<file path="config.mk">
export PLATFORM = sky130hd
export DESIGN_NAME = rca_pipe_nbits
export DESIGN_NICKNAME = d
export VERILOG_FILES = /design/src/rtl/rca_pipe_nbits.sv
export SDC_FILE = /design/constraint.sdc
export NUM_CORES = 1
export LEC_CHECK = 0
export ABC_CLOCK_PERIOD_IN_PS = 3200
export BUFFER_PORTS_ARGS = -buffer_cell sky130_fd_sc_hd__buf_2
export CELL_PAD_IN_SITES_DETAIL_PLACEMENT = 0
export CELL_PAD_IN_SITES_GLOBAL_PLACEMENT = 1
export CORE_MARGIN = 3
export CORE_UTILIZATION = 29
export CTS_BUF_LIST = sky130_fd_sc_hd__clkbuf_4 sky130_fd_sc_hd__clkbuf_8
export DETAILED_ROUTE_END_ITERATION = 10
export PLACE_DENSITY_LB_ADDON = 0.12
export SLEW_MARGIN = 20
export SYNTH_ARGS = -nofsm -noshare
export SYNTH_HDL_FRONTEND = slang
export SYNTH_SLANG_ARGS = --single-unit
</file>
<file path="constraint.sdc">
create_clock -name clk -period 3.2 [get_ports clk]
set_clock_uncertainty 0.1 [all_clocks]
set_input_delay 0.32 -clock clk [delete_from_list [all_inputs] [get_ports clk]]
set_output_delay 0.32 -clock clk [all_outputs]
set_load 0.01 [all_outputs]
</file>
<file path="src/rtl/rca_pipe_nbits.sv">
`default_nettype none
// ============================================================================
//  Module      : rca_pipe_nbits
//  Description : Pipelined N-bit ripple-carry adder. The add is cut into
//                STAGES equal chunks of W = N/STAGES bits. Each chunk ripples
//                through its own register stage behind a valid/ready
//                handshake with full backpressure. Produces carry-out and
//                signed overflow.
//  Option      : define RCA_PIPE_SUB_EN to add a 'sub' input
//                (a - b as a + ~b + 1).
//  Revision    : 1.0 - initial release
// ============================================================================
module rca_pipe_nbits #(
    parameter int N      = 8,
    parameter int STAGES = 2
) (
    input  logic         clk,
    input  logic         rst_n,
    input  logic         in_valid,
    output logic         in_ready,
    input  logic [N-1:0] a,
    input  logic [N-1:0] b,
    input  logic         cin,
`ifdef RCA_PIPE_SUB_EN
    input  logic         sub,
`endif
    output logic         out_valid,
    input  logic         out_ready,
    output logic [N-1:0] s,
    output logic         cout,
    output logic         ovf
);

    localparam int W = N / STAGES;

    if (N % STAGES != 0) begin : g_check
        $error("rca_pipe_nbits: N must be a multiple of STAGES");
    end

    // Effective second operand and carry-in once the add/sub choice is applied.
    logic [N-1:0] w_b_eff;
    logic         w_cin_eff;

`ifdef RCA_PIPE_SUB_EN
    assign w_b_eff   = sub ? ~b : b;
    assign w_cin_eff = sub ? 1'b1 : cin;
`else
    assign w_b_eff   = b;
    assign w_cin_eff = cin;
`endif

    // Per-stage valid bits and the advance chain. w_adv[STAGES] is the
    // consumer taking the result. w_adv[k] means stage k's register may load.
    logic [STAGES-1:0] w_v;
    logic [STAGES:0]   w_adv;

    // A stage advances when it is empty or when its successor advances.
    always_comb begin
        w_adv         = '0;
        w_adv[STAGES] = out_ready;
        for (int k = STAGES - 1; k >= 0; k--) begin
            w_adv[k] = !w_v[k] || w_adv[k+1];
        end
    end

    assign in_ready = w_adv[0];

    for (genvar k = 0; k < STAGES; k++) begin : g_stage
        // LO: sum bits complete after this stage. AW: operand bits entering this stage.
        localparam int LO = (k + 1) * W;
        localparam int AW = N - k * W;

        logic [AW-1:0] w_ain;
        logic [AW-1:0] w_bin;
        logic          w_ci;
        logic          w_vin;
        logic [W:0]    w_c;
        logic [W-1:0]  w_sum_chunk;
        logic [LO-1:0] w_sum_next;
        logic [LO-1:0] r_sum;
        logic          r_co;
        logic          r_v;

        if (k == 0) begin : g_first
            assign w_ain      = a;
            assign w_bin      = w_b_eff;
            assign w_ci       = w_cin_eff;
            assign w_vin      = in_valid;
            assign w_sum_next = w_sum_chunk;
        end else begin : g_next
            logic [AW-1:0] r_ain;
            logic [AW-1:0] r_bin;

            // Carry the not-yet-added high operand chunks alongside the partial sum.
            always_ff @(posedge clk or negedge rst_n) begin
                if (!rst_n) begin
                    r_ain <= '0;
                    r_bin <= '0;
                end else if (w_adv[k-1] && g_stage[k-1].w_vin) begin
                    r_ain <= g_stage[k-1].w_ain[AW+W-1:W];
                    r_bin <= g_stage[k-1].w_bin[AW+W-1:W];
                end
            end

            assign w_ain      = r_ain;
            assign w_bin      = r_bin;
            assign w_ci       = g_stage[k-1].r_co;
            assign w_vin      = g_stage[k-1].r_v;
            assign w_sum_next = {w_sum_chunk, g_stage[k-1].r_sum};
        end

        // W-bit ripple of full adders on the lowest remaining operand chunk.
        always_comb begin
            w_c         = '0;
            w_sum_chunk = '0;
            w_c[0]      = w_ci;
            for (int i = 0; i < W; i++) begin
                w_sum_chunk[i] = w_ain[i] ^ w_bin[i] ^ w_c[i];
                w_c[i+1]       = (w_ain[i] & w_bin[i]) | (w_c[i] & (w_ain[i] ^ w_bin[i]));
            end
        end

        // Stage result register: partial sum, chunk carry-out and valid.
        always_ff @(posedge clk or negedge rst_n) begin
            if (!rst_n) begin
                r_v   <= 1'b0;
                r_sum <= '0;
                r_co  <= 1'b0;
            end else if (w_adv[k]) begin
                r_v <= w_vin;
                if (w_vin) begin
                    r_sum <= w_sum_next;
                    r_co  <= w_c[W];
                end
            end
        end

        assign w_v[k] = r_v;
    end

    // Carry into the sign bit, captured by the last stage for overflow.
    logic r_cn1;

    // Capture the carry into bit N-1 with the final chunk.
    always_ff @(posedge clk or negedge rst_n) begin
        if (!rst_n) begin
            r_cn1 <= 1'b0;
        end else if (w_adv[STAGES-1] && g_stage[STAGES-1].w_vin) begin
            r_cn1 <= g_stage[STAGES-1].w_c[W-1];
        end
    end

    assign out_valid = w_v[STAGES-1];
    assign s         = g_stage[STAGES-1].r_sum;
    assign cout      = g_stage[STAGES-1].r_co;
    assign ovf       = g_stage[STAGES-1].r_co ^ r_cn1;

endmodule
`default_nettype wire

</file>
==> results of run 1 <==
[Yosys cell counts (all sizes together)]
master	instances
buf	1
dfrtp	25
fa	8
inv	19
mux2	18
mux2i	5
nand2	2
nand2b	3
nand3b	1
xor2	1
[flip-flops by register name, indices dropped and copies added, names as in the netlist]
signal,count
out_valid,1
r_cn1,1
g_stage.g_next.r_bin,4
g_stage.r_sum,4
s,8
g_stage.r_v,1
g_stage.r_co,1
g_stage.g_next.r_ain,4
cout,1
[cell families (layout without fill, tap and decap cells)]
logic type,after synthesis,in the layout
adders and majority gates,8,8
DFF,25,25
buffers and inverters,20,56
muxes,23,23
xor gates and xnor gates,1,1
and+or+nand+nor,6,6
[where the power goes]
group | leakage [µW] | internal, µW | switching, µW | total [µW]
Clock | 0.0000255 | 86.8 | 94.4 | 181
Sequential | 0.000290 | 405 | 49.8 | 454
Combinational | 0.000461 | 153 | 133 | 286
Total | 0.000776 | 644 | 277 | 922
[worst paths after layout]
check | cells after the start | from | end | slack (ps)
hold / removal | 2 | a[4] | g_stage[1].g_next.r_ain[0] | 180
setup / recovery | 9 | g_stage[0].r_co | s[7] | 780
setup reg to reg | 9 | g_stage[0].r_co | s[7] | 780
max in group asynchronous | 2 | rst_n | r_cn1 | 2150
min in group asynchronous | 2 | rst_n | cout | 470
hold reg to reg | 1 | s[1] | s[1] | 400
[layout by cell type, fill, tap and decap left out]
| cell | n |
|---|---|
| nand3b_4 | 1 |
| inv_1 | 19 |
| clkbuf_8 | 3 |
| mux2_4 | 7 |
| mux2i_1 | 5 |
| nand2b_1 | 3 |
| clkinv_2 | 1 |
| nand2_2 | 1 |
| dfrtp_1 | 25 |
| xor2_1 | 1 |
| nand2_4 | 1 |
| buf_2 | 32 |
| mux2_2 | 11 |
| dlygate4sd3_1 | 1 |
| fa_1 | 8 |
[metal layers]
| metal | wire, µm | part of all wire, % |
|---|---|---|
| met4 | 34 | 1.7 |
| met1 | 892 | 46 |
| met5 | 0 | 0 |
| met2 | 916 | 47 |
| met3 | 109 | 5.6 |
[per-stage QoR]
stage / setup WS (ps) / hold slack (ps) / total power (µW) / util, %
2_1_floorplan: 899 / -75.6 / 639 / -
3_3_place_gp: 822 / 245 / 749 / 36.9
3_5_place_dp: 781 / 250 / 757 / 36.9
4_1_cts: 774 / 177 / 944 / 38.3
5_1_grt: 656 / 168 / 997 / 38.3
6_report: 781 / 181 / 922 / 38.3
[layout make-up]
| type | count | area [µm²] | area share (%) |
|---|---|---|---|
| Clock inverter | 1 | 5.00 | 0.339 |
| Timing Repair Buffer | 33 | 170 | 11.5 |
| Clock buffer | 3 | 41.3 | 2.79 |
| Sequential cell | 25 | 626 | 42.3 |
| Tap cell | 48 | 60.1 | 4.06 |
| Inverter | 19 | 71.3 | 4.83 |
| Multi-Input combinational cell | 38 | 504 | 34.1 |
[what timing repair did]
action,4_1_cts,5_1_grt
endpoints found under the hold margin,25,0
setup buffers,0,0
hold buffers,1,0
==> reports/results.ini, run 1 <==
[die]
coreArea_um2=3850
ios=33
die_h_um=70.8
die-width_um=70.8
start_util_pct=31.6
die-area_um2=5010
rows=22

[power]
p_leak_uw=0.000776
ir_worst_vdd_mv=0.186
p_per_area_nw_per_um2=624

[sta]
max-slew-margin-rel_pct=62.8
period_needed_ps=2420
slew_violations=0
finalSetupTns_ps=0
tightest_slew_ps=558
setup_viol=0
rsz0062_at_grt=no
hold_viol_final=0
fmax_mhz=413
min_period_over_period_pct=75.6

[synth]
synth_warnings=0
yosys_register_bits=25
synth_top_area_share_pct=51.4
yosys.area_share.simple_pct=4.63
synthCells=83
synth_mux_area_share_pct=22.9
syn-num-nets=112
synth_cell_types=12
yosysTopAreaCell=dfrtp_1
yosys-top-cells-area=dfrtp_1 51%, fa_1 13%, mux2_2 10%, mux2_4 8.6%, inv_1 5.9%
postSynthAreaPerCell_um2=14.7
synth_xor_area_share_pct=0.720
synth-compound-area-share_pct=0
synth_top_family_by_area=multiplexers
synth-seq-area-share_pct=51.4
synthAdderAreaFrac_pct=13.2
netlist_area_um2=1220

[clock_network]
path_clk_slew_ps=90
htree_levels=1
clock-sinks=25
clock_latency_ps=260
cts-buffers-inserted=3
clockRootBuffer=clkbuf_8
post_cts_resize_count=0
cts_tree=built
cts_buffer_depth=2

[worst_setup_path]
crit_required_ps=3250
path_class=reg2reg
start_kind=flip-flop
path_cells=inv_1 > fa_1 > inv_1 > fa_1 > inv_1 > fa_1 > inv_1 > fa_1 > mux2_2
slowest_stage=fa_1
crit_arrival_ps=2470
cp-end-kind=flip-flop
worstPathMaxFanout=2
critical_path_buf_inv_count=4
slowest_delay_ps=430
cp_top_family=adder cells

[global_routing]
antenna_found_initial=0
grt_pass1_vias=712
grt_most_used_layer=met2
grtUsageMet3_pct=1.70
use_met2_pct=13.4
grt_pass1_wl_mm=3.40
overflow=0
grtUsageMet1_pct=11.6
grt_max_degree=26
grt_usage_pct=8.67

[route]
final_antenna_net_count=0
drt-wirelength-per-cell_um=11.7
drt_iter0_drc=8
drt-total-wl_mm=1.95
first_pass_iters=2
viasPerCell=4.07
drc=0
vias=679

[outcome]
outcome=finished clean

[layout]
drive_gt1_share_pct=47.9
syn_to_final_growth_pct=21.5
final_nets=149
layout.cells.non_filler=167
final_area_um2=1480
fillers=402
antenna_cells=0

[placement]
dp_hpwl_mm=1.53
place_area_um2=1420
place_congestion=0.688
placed_cells=162
portBuffers=32

[hold_path]
holdCritPathClass=in2reg

[run]
cap_violations=0

Power figures use the tool's default switching activity.
==> inputs of run 2 (changes only) <==
Settings changed: ABC_CLOCK_PERIOD_IN_PS 3200 to 2400.
Clock period 3.2 ns to 2.4 ns, I/O delays scaled along.
==> reports/results.ini, run 2 (synthesized netlist as in run 1, its figures left out) <==
[outcome]
outcome=finished clean

[worst_setup_path]
path_cells=inv_2 > fa_2 > inv_2 > fa_1 > inv_1 > fa_2 > inv_2 > fa_1 > mux2_2
path_common_cell=inv_2
r2r_end=s[7]
crit_arrival_ps=2350
crit_required_ps=2450
critical_path_buf_inv_count=4
slowest_delay_ps=380
rr_startpoint=g_stage[0].r_co
start_kind=flip-flop
path_class=reg2reg
slowest_stage=fa_1
cp_top_family=adder cells
worstPathMaxFanout=2
cp-end-kind=flip-flop
rrSetupSlack_ps=110
ff2ff_path_depth=9

[run]
cap_violations=0

[global_routing]
grt_max_degree=26
overflow=0
grt_pass1_vias=778
grt_usage_pct=8.64
grt_pass1_wl_mm=3.45
antenna_found_initial=0

[route]
viasPerCell=4.15
vias=706
drt_iter0_drc=14
first_pass_iters=4
drt-total-wl_mm=1.99
final_antenna_net_count=0
drc=0
drt-wirelength-per-cell_um=11.7

[clock_network]
clock_latency_ps=270
cts_buffer_depth=2
cts_tree=built
htree_levels=1
clock-sinks=25
clockRootBuffer=clkbuf_8
cts-buffers-inserted=3
path_clk_slew_ps=90

[sta]
setup_viol=0
hold_viol_final=0
period_needed_ps=2290
min_period_over_period_pct=95.4
fmax_mhz=437
rsz0062_at_grt=no
tightest_slew_ps=547
max-slew-margin-rel_pct=63.6
slew_violations=0

[placement]
place_area_um2=1430
place_congestion=0.705
portBuffers=32
dp_hpwl_mm=1.53

[layout]
largest_reg_flops=8
antenna_cells=0
mostFrequentLayoutCells=32 x buf_2, 25 x dfrtp_1, 15 x inv_1
syn_to_final_growth_pct=24.0
utilization_pct=39.1
final_nets=152
fillers=397
final_area_um2=1510
drive_gt1_share_pct=54.1
final_common_cell=buf_2

[die]
coreArea_um2=3850
ios=33
rows=22
die_h_um=70.8
die-area_um2=5010
die-width_um=70.8
start_util_pct=31.6

[power]
p_per_area_nw_per_um2=834
power_frac_comb_pct=31.9
power.internal_uw=874
p_sw_share_pct=30.5
power_frac_seq_pct=48.1
ir_worst_vdd_mv=0.264
pwr-share-clk_pct=20.0
p_leak_uw=0.000781
p_sw_uw=384

[hold_path]
min_path_cells=2
min-delay-start=b[6]
holdPathEnd=g_stage[1].g_next.r_bin[2]
holdCritPathClass=in2reg

==> run 2: repair_timing <==
| item | 4_1_cts | 5_1_grt |
|---|---|---|
| setup endpoints to repair | 1 | 1 |
| hold buffers | 1 | 0 |
| buffers inserted | 1 | 1 |
| resized for setup | 2 | 4 |
| hold endpoints to repair | 25 | 0 |
==> run 2: routing by layer <==
metal | track usage [%] | wire (µm) | vias to the layer above
met5 | 0 | 0 | -
met4 | 4.38 | 0 | 0
met3 | 1.99 | 124 | 0
met2 | 14.2 | 1030 | 22
met1 | 10.6 | 843 | 349
li1 | - | - | 335
==> run 2: through the flow <==
stage          setup slack, ps  instances  TNS, ps  power, µW  hold slack [ps]
3_3_place_gp              18.3        163        0       1000              166
3_5_place_dp             -21.1        163    -21.1       1020              167
5_1_grt                   6.36        170        0       1350             89.6
4_1_cts                   28.4        169        0       1280             90.5
6_report                   110        170        0       1260             95.1
2_1_floorplan             99.5         83        0        852             -156
==> run 2: final cells by class <==
class	count	area (µm²)	share of cell area, %
Clock buffer	3	41.3	2.74
Tap cell	48	60.1	3.98
Inverter	19	71.3	4.73
Multi-Input combinational cell	38	509	33.8
Sequential cell	25	626	41.5
Clock inverter	1	7.51	0.498
Timing Repair Buffer	36	193	12.8
==> run 2: how the worst max path moves through the flow <==
stage	from	end	slack, ps	depth (start not counted)
after detailed placement	g_stage[1].g_next.r_ain[0]	s[7]	-20	9
after floorplan	g_stage[0].r_co	s[7]	100	9
after global routing	g_stage[1].g_next.r_bin[0]	s[7]	6	9
after global placement	g_stage[0].r_co	s[7]	20	9
final	g_stage[0].r_co	s[7]	110	9
after CTS	g_stage[0].r_co	s[7]	30	9
==> run 2: power by group through the flow <==
stage | clock network, µW | logic [µW] | registers, µW
after detailed placement | 0 | 399 | 616
after floorplan | 0 | 213 | 639
after global routing | 278 | 454 | 622
final | 252 | 401 | 605
after CTS | 265 | 408 | 607
after global placement | 0 | 390 | 614
